### src/rtl/glb_dma_hdr_queue.sv
// Per-channel DMA header queue: software fills/validates entries, consumer drains in order.
// Optional lock-violation counter and err_irq port under GLB_HDR_QUEUE_ERR_EN.
module glb_dma_hdr_queue #(
    parameter int NUM_CH         = 2,
    parameter int QUEUE_DEPTH    = 4,
    parameter int ADDR_WIDTH     = 22,
    parameter int WORDS_WIDTH    = 21,
    parameter int CFG_DATA_WIDTH = 32,
    localparam int CH_W          = (NUM_CH > 1) ? $clog2(NUM_CH) : 1,
    localparam int Q_W           = $clog2(QUEUE_DEPTH),
    localparam int CFG_ADDR_W    = CH_W + Q_W + 2
) (
    input  logic                                  clk,
    input  logic                                  reset,
    input  logic                                  cfg_wr_en,
    input  logic                                  cfg_rd_en,
    input  logic [CFG_ADDR_W-1:0]                 cfg_addr,
    input  logic [CFG_DATA_WIDTH-1:0]             cfg_wr_data,
    output logic [CFG_DATA_WIDTH-1:0]             cfg_rd_data,
    output logic                                  cfg_rd_valid,
    output logic [NUM_CH-1:0]                     hdr_valid,
    input  logic [NUM_CH-1:0]                     hdr_ready,
    output logic [NUM_CH-1:0][ADDR_WIDTH-1:0]     hdr_start_addr,
    output logic [NUM_CH-1:0][WORDS_WIDTH-1:0]    hdr_num_words
`ifdef GLB_HDR_QUEUE_ERR_EN
    ,
    output logic                                  err_irq
`endif
);

    logic [CH_W-1:0]             a_ch;
    logic [Q_W-1:0]              a_ent;
    logic [1:0]                  a_fld;
    logic                        a_ok;
    logic                        wr_ok;
    logic                        locked;
    logic                        drop;
    logic [QUEUE_DEPTH-1:0]      valid_q [NUM_CH];
    logic [ADDR_WIDTH-1:0]       addr_q  [NUM_CH][QUEUE_DEPTH];
    logic [WORDS_WIDTH-1:0]      words_q [NUM_CH][QUEUE_DEPTH];
    logic [Q_W-1:0]              head_q  [NUM_CH];
    logic [Q_W:0]                count   [NUM_CH];
    logic [NUM_CH-1:0]           pop;
    logic [CFG_DATA_WIDTH-1:0]   rd_val;
    logic                        unused_wdata;

    assign {a_ch, a_ent, a_fld} = cfg_addr;
    assign a_ok   = int'(a_ch) < NUM_CH;
    assign wr_ok  = cfg_wr_en && a_ok;
    assign locked = a_ok && valid_q[a_ch][a_ent];
    assign drop   = wr_ok && locked && (a_fld == 2'd1 || a_fld == 2'd2);
    assign unused_wdata = ^cfg_wr_data;

    always_comb begin
        for (int c = 0; c < NUM_CH; c++) begin
            hdr_valid[c]      = valid_q[c][head_q[c]];
            hdr_start_addr[c] = addr_q[c][head_q[c]];
            hdr_num_words[c]  = words_q[c][head_q[c]];
            pop[c]            = hdr_valid[c] && hdr_ready[c];
            count[c]          = '0;
            for (int e = 0; e < QUEUE_DEPTH; e++)
                count[c] = count[c] + (Q_W+1)'(valid_q[c][e]);
        end
    end

`ifdef GLB_HDR_QUEUE_ERR_EN
    logic [7:0] err_cnt;

    always_ff @(posedge clk or negedge reset) begin
        if (!reset) begin
            err_cnt <= '0;
            err_irq <= 1'b0;
        end else begin
            err_irq <= (err_cnt != 8'd0);
            if (wr_ok && a_fld == 2'd3 && a_ch == '0)
                err_cnt <= '0;
            else if (drop && err_cnt != 8'hff)
                err_cnt <= err_cnt + 8'd1;
        end
    end
`endif

    // Reads see pre-write register state.
    always_comb begin
        rd_val = '0;
        if (a_ok) begin
            unique case (a_fld)
                2'd0: rd_val[0] = valid_q[a_ch][a_ent];
                2'd1: rd_val[ADDR_WIDTH-1:0] = addr_q[a_ch][a_ent];
                2'd2: rd_val[WORDS_WIDTH-1:0] = words_q[a_ch][a_ent];
                2'd3: begin
                    rd_val[Q_W:0]         = count[a_ch];
                    rd_val[2*Q_W:Q_W+1]   = head_q[a_ch];
`ifdef GLB_HDR_QUEUE_ERR_EN
                    rd_val[31:24]         = err_cnt;
`endif
                end
            endcase
        end
    end

    always_ff @(posedge clk or negedge reset) begin
        if (!reset) begin
            cfg_rd_data  <= '0;
            cfg_rd_valid <= 1'b0;
        end else begin
            cfg_rd_data  <= cfg_rd_en ? rd_val : '0;
            cfg_rd_valid <= cfg_rd_en;
        end
    end

    always_ff @(posedge clk or negedge reset) begin
        if (!reset) begin
            for (int c = 0; c < NUM_CH; c++) begin
                valid_q[c] <= '0;
                head_q[c]  <= '0;
                for (int e = 0; e < QUEUE_DEPTH; e++) begin
                    addr_q[c][e]  <= '0;
                    words_q[c][e] <= '0;
                end
            end
        end else begin
            for (int c = 0; c < NUM_CH; c++) begin
                if (pop[c]) begin
                    valid_q[c][head_q[c]] <= 1'b0;
                    head_q[c]             <= head_q[c] + Q_W'(1);
                end
            end
            if (wr_ok && !locked && a_fld == 2'd1)
                addr_q[a_ch][a_ent] <= cfg_wr_data[ADDR_WIDTH-1:0];
            if (wr_ok && !locked && a_fld == 2'd2)
                words_q[a_ch][a_ent] <= cfg_wr_data[WORDS_WIDTH-1:0];
            // A consume of the same entry overrides a validate write.
            if (wr_ok && a_fld == 2'd0 &&
                !(pop[a_ch] && head_q[a_ch] == a_ent))
                valid_q[a_ch][a_ent] <= cfg_wr_data[0];
        end
    end

endmodule
### config.mk
export PLATFORM = sky130hd
export DESIGN_NAME = glb_dma_hdr_queue
export DESIGN_NICKNAME = d
export VERILOG_FILES = /design/src/rtl/glb_dma_hdr_queue.sv
export SDC_FILE = /design/constraint.sdc
export NUM_CORES = 1
export LEC_CHECK = 0
export CAP_MARGIN = 20
export CORE_MARGIN = 5
export CORE_UTILIZATION = 59
export CTS_CLUSTER_SIZE = 20
export DETAILED_ROUTE_END_ITERATION = 7
export GPL_TIMING_DRIVEN = 0
export PLACE_DENSITY = 0.9
export SKIP_LAST_GASP = 1
export SLEW_MARGIN = 20
export SYNTH_ARGS = -nofsm -noshare
export SYNTH_HDL_FRONTEND = slang
export SYNTH_SLANG_ARGS = --single-unit
### constraint.sdc
create_clock -name clk -period 3.55 [get_ports clk]
set_clock_uncertainty 0.2 [all_clocks]
set_input_delay 1.065 -clock clk [delete_from_list [all_inputs] [get_ports clk]]
set_output_delay 1.065 -clock clk [all_outputs]
set_load 0.01 [all_outputs]
# Yosys cells after proc, flatten, opt, wreduce, memory -nomap -nowiden
# Cells that the tools add are included.
[classes]
addsub = 8
magnitude_cmp = 13
n_eq_ne = 4
muxes = 68
bitwise_logic = 8
reduce_logical = 16
[op_table]
columns = ["cell", "n"]
rows = [
  ["$mux 88", 4],
  ["$mux 84", 4],
  ["$bwmux 176", 1],
  ["$mux 22", 8],
  ["$bwmux 168", 1],
  ["$mux 21", 7],
  ["$bmux 22 s2", 3],
  ["$bmux 21 s2", 3],
  ["$demux 88 s1", 1],
  ["$demux 84 s1", 1],
  ["$demux 22 s2", 1],
  ["$demux 21 s2", 1],
  ["$pmux 16 s2", 1],
  ["$mux 4", 6],
  ["$logic_and 1x1->1", 13],
  ["$pmux 4 s3", 1],
  ["$ge 3x3->1 const B", 3],
  ["$lt 2x3->1 const B", 3],
  ["$mux 1", 9],
  ["$mux 3", 3],
  ["$not 2->3", 3],
  ["$and 4x4->4", 2],
  ["$bwmux 8", 1],
  ["$mux 8", 1],
  ["other kinds (21)", 36],
]
[word_totals]
register_bits = 379
output_inout_bits = 121
wordCells = 139

# Depth between registers and ports, before layout
[logic_depth]
depth_word = 9
mapped_depth = 8
ltp_nobuf = 6

# Worst setup path before layout
# No wires, ideal clock.
[synth_path]
path_type = "input -> register"
startpoint = "in cfg_addr[3]"
endpoint = "reg words_q[100] in the netlist's numbering"
setup_ns = 0.128
arrival_time_ns = 2.911
path_slack_ns = 0.311
path_stages = 6
path_cell_list = "buf_4 -> inv_2 -> mux4_2 -> nor4b_2 -> buf_4 -> mux2_1"
[synth_between]
elab_chain_cells = 8
[synth_lines]
columns = ["element", "line_no", "source"]
rows = [
  ["start: declaration", "17", "input logic [CFG_ADDR_W-1:0] cfg_addr,"],
  ["$not 2->3 (not written as such)", "132", "words_q[a_ch][a_ent] <= cfg_wr_data[WORDS_WIDTH-1:0];"],
  ["$ge 3x3->1 (not written as such) / $lt 3x1->1 (equally long branches)", "132", ""],
  ["$logic_and 1x1->1 (not written as such)", "132", ""],
  ["$mux 21 (not written as such)", "132", ""],
  ["$demux 21 s2", "132", ""],
  ["$mux 84 (not written as such)", "132", ""],
  ["$demux 84 s1", "132", ""],
  ["$bwmux 168", "132", ""],
  ["end signal: indexed assignment", "132", ""],
  ["end: declaration", "40", "logic [WORDS_WIDTH-1:0] words_q [NUM_CH][QUEUE_DEPTH];"],
]
# Parallel ways exist; a longest one is shown, timed or not. The select of a mux whose other input is x is not followed.
# A chain may end at the register's enable or synchronous reset.

# Worst setup path in the final report
[layout_path]
startpoint = "in cfg_addr[4]"
endpoint = "reg cfg_rd_data[8]"
[layout_between]
elab_chain_cells = 9
[layout_lines]
columns = ["element", "line_no", "source"]
rows = [
  ["$not 1->2 (not written as such) *", "89, 90", ""],
  ["$mux 84 (not written as such) / $mux 88 (equally long branches) (3 in a row)", "90, 89", ""],
  ["$bmux 21 s2 / $bmux 22 s2 (equally long branches)", "90, 89", ""],
  ["$mux 21 (not written as such) / $mux 22 (equally long branches) (2 in a row)", "90, 89", ""],
  ["$pmux 16 s2 *", "87", "unique case (a_fld)"],
  ["$mux 22 *", "107", "cfg_rd_data <= cfg_rd_en ? rd_val : '0;"],
  ["end signal: assignment", "107", ""],
  ["end: declaration", "19", "output logic [CFG_DATA_WIDTH-1:0] cfg_rd_data,"],
]
# Every way passes the cells marked *; elsewhere a longest branch is shown, timed or not. The select of a mux whose other input is x is not followed.

==> flow_summary.json <==
{
  "status": "finished with violations",
  "violations": "negative setup slack",
  "critPathMaxFanout": 10,
  "ir_drop_mv": 0.370,
  "yosys_warnings": 0,
  "maxSlewViolCount": 0,
  "layout_setup_ws_ns": -0.144,
  "crit_arrival_ns": 3.92,
  "core_um2": 33300,
  "hold_path_depth": 1,
  "async_flop_share": 1.00,
  "h-tree-depth": 2,
  "cts_hold_buf": 0,
  "fp.dieW_um": 193,
  "ios": 164,
  "drv_cap": 0,
  "total_power_w": 0.0169,
  "fin_util": 0.713,
  "ys_seq_area_frac": 0.480,
  "drt_iter0_drc": 2025,
  "critical_path_required_ns": 3.78,
  "drive_gt1_frac": 0.390,
  "final_nets": 1615,
  "setup_viol": 26,
  "stdcell_area_um2": 23700,
  "syn-instance-count": 1342,
  "viasPerCell": 7.30,
  "rsz0062_at_grt": "yes",
  "grt_pass1_vias": 15366,
  "ant_nets": 0,
  "gp_congestion": 0.952,
  "initial_core_util": 0.594,
  "vias": 14815,
  "worstHoldStart": "addr_q[93]$_DFFE_PN0P_",
  "die_area_um2": 37300,
  "grt_util_met2": 0.538,
  "final_cell_mix": "375 x dfrtp_1, 295 x mux2_2, 131 x mux4_2, 86 x mux2_1, 67 x dlygate4sd2_1",
  "powerDensity_nw_per_um2": 714,
  "clk-insertion-delay-late_ns": 0.55,
  "grt_max_degree": 105,
  "synth_top_flop_cell": "dfrtp_1",
  "clock.fmax_mhz": 271,
  "cts_buffers": 41,
  "synth_edf_count": 0,
  "fp-row-count": 67,
  "worst_pin_slew_ns": 1.06,
  "hpwl_um": 42900,
  "wirelength_um": 66700,
  "cts_root_buffer": "clkbuf_16",
  "synth.avg_cell_area_um2": 14.7,
  "ys_types": 60,
  "grt_use_total": 0.362,
  "area_growth_pct": 20.0,
  "cts_tree": "built",
  "critPathKind": "primary input to flop",
  "r2r_slack_ns": 0.60,
  "drtPass1Iterations": 6,
  "hold_path_class": "flop to flop",
  "place_area_um2": 21900,
  "fp.dieH_um": 193,
  "diodes": 0,
  "fin_crit_ns": 3.69,
  "met1_usage": 0.463,
  "r2r-end": "addr_q[136]$_DFFE_PN0P_",
  "final_common_cell": "dfrtp_1",
  "r2r_start": "valid_q[1]$_DFF_PN0_",
  "antenna_found_initial": 2,
  "relSlewSlack": 0.293,
  "use_met3": 0.126,
  "critPathLaunchType": "primary input",
  "port_buffers": 141,
  "wl_per_cell_um": 32.9,
  "power_leakage_nw": 10.8,
  "clkSinkCount": 379,
  "grt_pass1_wl_um": 98900,
  "hold_end": "addr_q[93]$_DFFE_PN0P_",
  "drc": 0,
  "busiest_layer": "met2",
  "finalHoldViolCount": 0,
  "rr_worst_depth": 5,
  "hold-worst-slack_ns": 0.309,
  "end_kind": "flop",
  "num-fill-cells": 2055,
  "clk_pin_slew_ns": 0.06,
  "preCtsSetupSlack_ns": -1.14,
  "clock_path_buffers": 3,
  "grt_overflow_total": 0,
  "period_share": 1.04,
  "ys_ff_latch": 379,
  "syn_area_um2": 19800
}
routing by layer:
layer	routed length [um]	share of wire	vias to the layer above
met5	26	0.00039	-
met2	29900	0.45	1257
met4	4780	0.072	4
li1	-	-	5576
met1	23300	0.35	7613
met3	8670	0.13	365
logic make-up (layout without fill, tap and decap cells):
logic type      after synthesis  after routing  synth area share
xor+xnor                      2              2          0.000886
other cells                   1             10          0.000190
buf+inv                     146            376            0.0330
simple gates                102            102            0.0309
compound gates              139            139            0.0550
fa+ha+maj                    18             18            0.0122
flops                       379            379             0.480
mux                         555            555             0.388
state kept, by name, summed over array words and instances (netlist names):
register      cells
head_q            4
cfg_rd_data      22
addr_q          176
words_q         168
valid_q           8
cfg_rd_valid      1
cell type report:
class,instances,area (um^2),area share
multi-input cells,826,9710,0.409
flip-flops and latches,379,9490,0.400
repair buffers,162,1630,0.0685
clock buffers,65,1240,0.0522
plain buffers,129,965,0.0407
well taps,448,561,0.0236
clock inverters,5,78.8,0.00332
inverters,15,56.3,0.00237
cell usage after synthesis (13+ instances only):
library cell | instances | share of area
mux4_2 | 131 | 0.15
mux2i_1 | 43 | 0.022
buf_4 | 15 | 0.0057
nand2_1 | 29 | 0.0055
a21boi_0 | 13 | 0.0049
ha_1 | 16 | 0.010
buf_2 | 39 | 0.0099
inv_1 | 13 | 0.0025
buf_1 | 20 | 0.0038
mux2_1 | 86 | 0.049
dfrtp_1 | 379 | 0.48
clkbuf_1 | 57 | 0.011
o22ai_1 | 18 | 0.0057
a221oi_1 | 20 | 0.0089
mux2_2 | 295 | 0.17
power breakdown:
part | leakage, nW | internal [W] | switching, W
clock network | 0.640 | 0.00246 | 0.00180
registers | 4.88 | 0.00531 | 0.000876
logic | 5.27 | 0.00350 | 0.00300
total | 10.8 | 0.0113 | 0.00567
how the worst max path moves through the flow:
stage                               start                        end  slack, ns  depth (start not counted)
detailed placement            cfg_addr[4]  cfg_rd_data[11]$_DFF_PN0_      -1.14                          8
global route        head_q[2]$_DFFE_PN0P_          hdr_num_words[11]      -0.03                          5
CTS                 head_q[2]$_DFFE_PN0P_          hdr_num_words[15]      -0.13                          4
finish                        cfg_addr[4]   cfg_rd_data[8]$_DFF_PN0_      -0.14                          8
floorplan                     cfg_addr[3]   words_q[100]$_DFFE_PN0P_       0.31                          6
global placement                    reset    addr_q[145]$_DFFE_PN0P_     -14.83                          1
worst max-delay path: stages:
cell             delay [ns]
clkdlybuf4s50_1        0.54
clkbuf_4               0.28
clkbuf_4               0.25
buf_4                  0.25
nor2_1                 0.73
a221oi_1               0.24
o22a_1                 0.29
o22ai_1                0.26
metrics by stage:
| stage | instances | setup TNS (ns) |
|---|---|---|
| finish | 2029 | -0.392 |
| global route | 2029 | -0.0768 |
| CTS | 2023 | -0.626 |
| detailed placement | 1944 | -221.67 |
| global placement | 1940 | -5822.84 |
| floorplan | 1351 | 0 |
timing repair:
item | CTS | global route
resized for setup | 186 | 57
setup endpoints to repair | 187 | 195
buffers inserted | 9 | 7
pin swaps | 0 | 0
cloned | 0 | 1
Note: power is estimated with default switching activity, not from simulation.
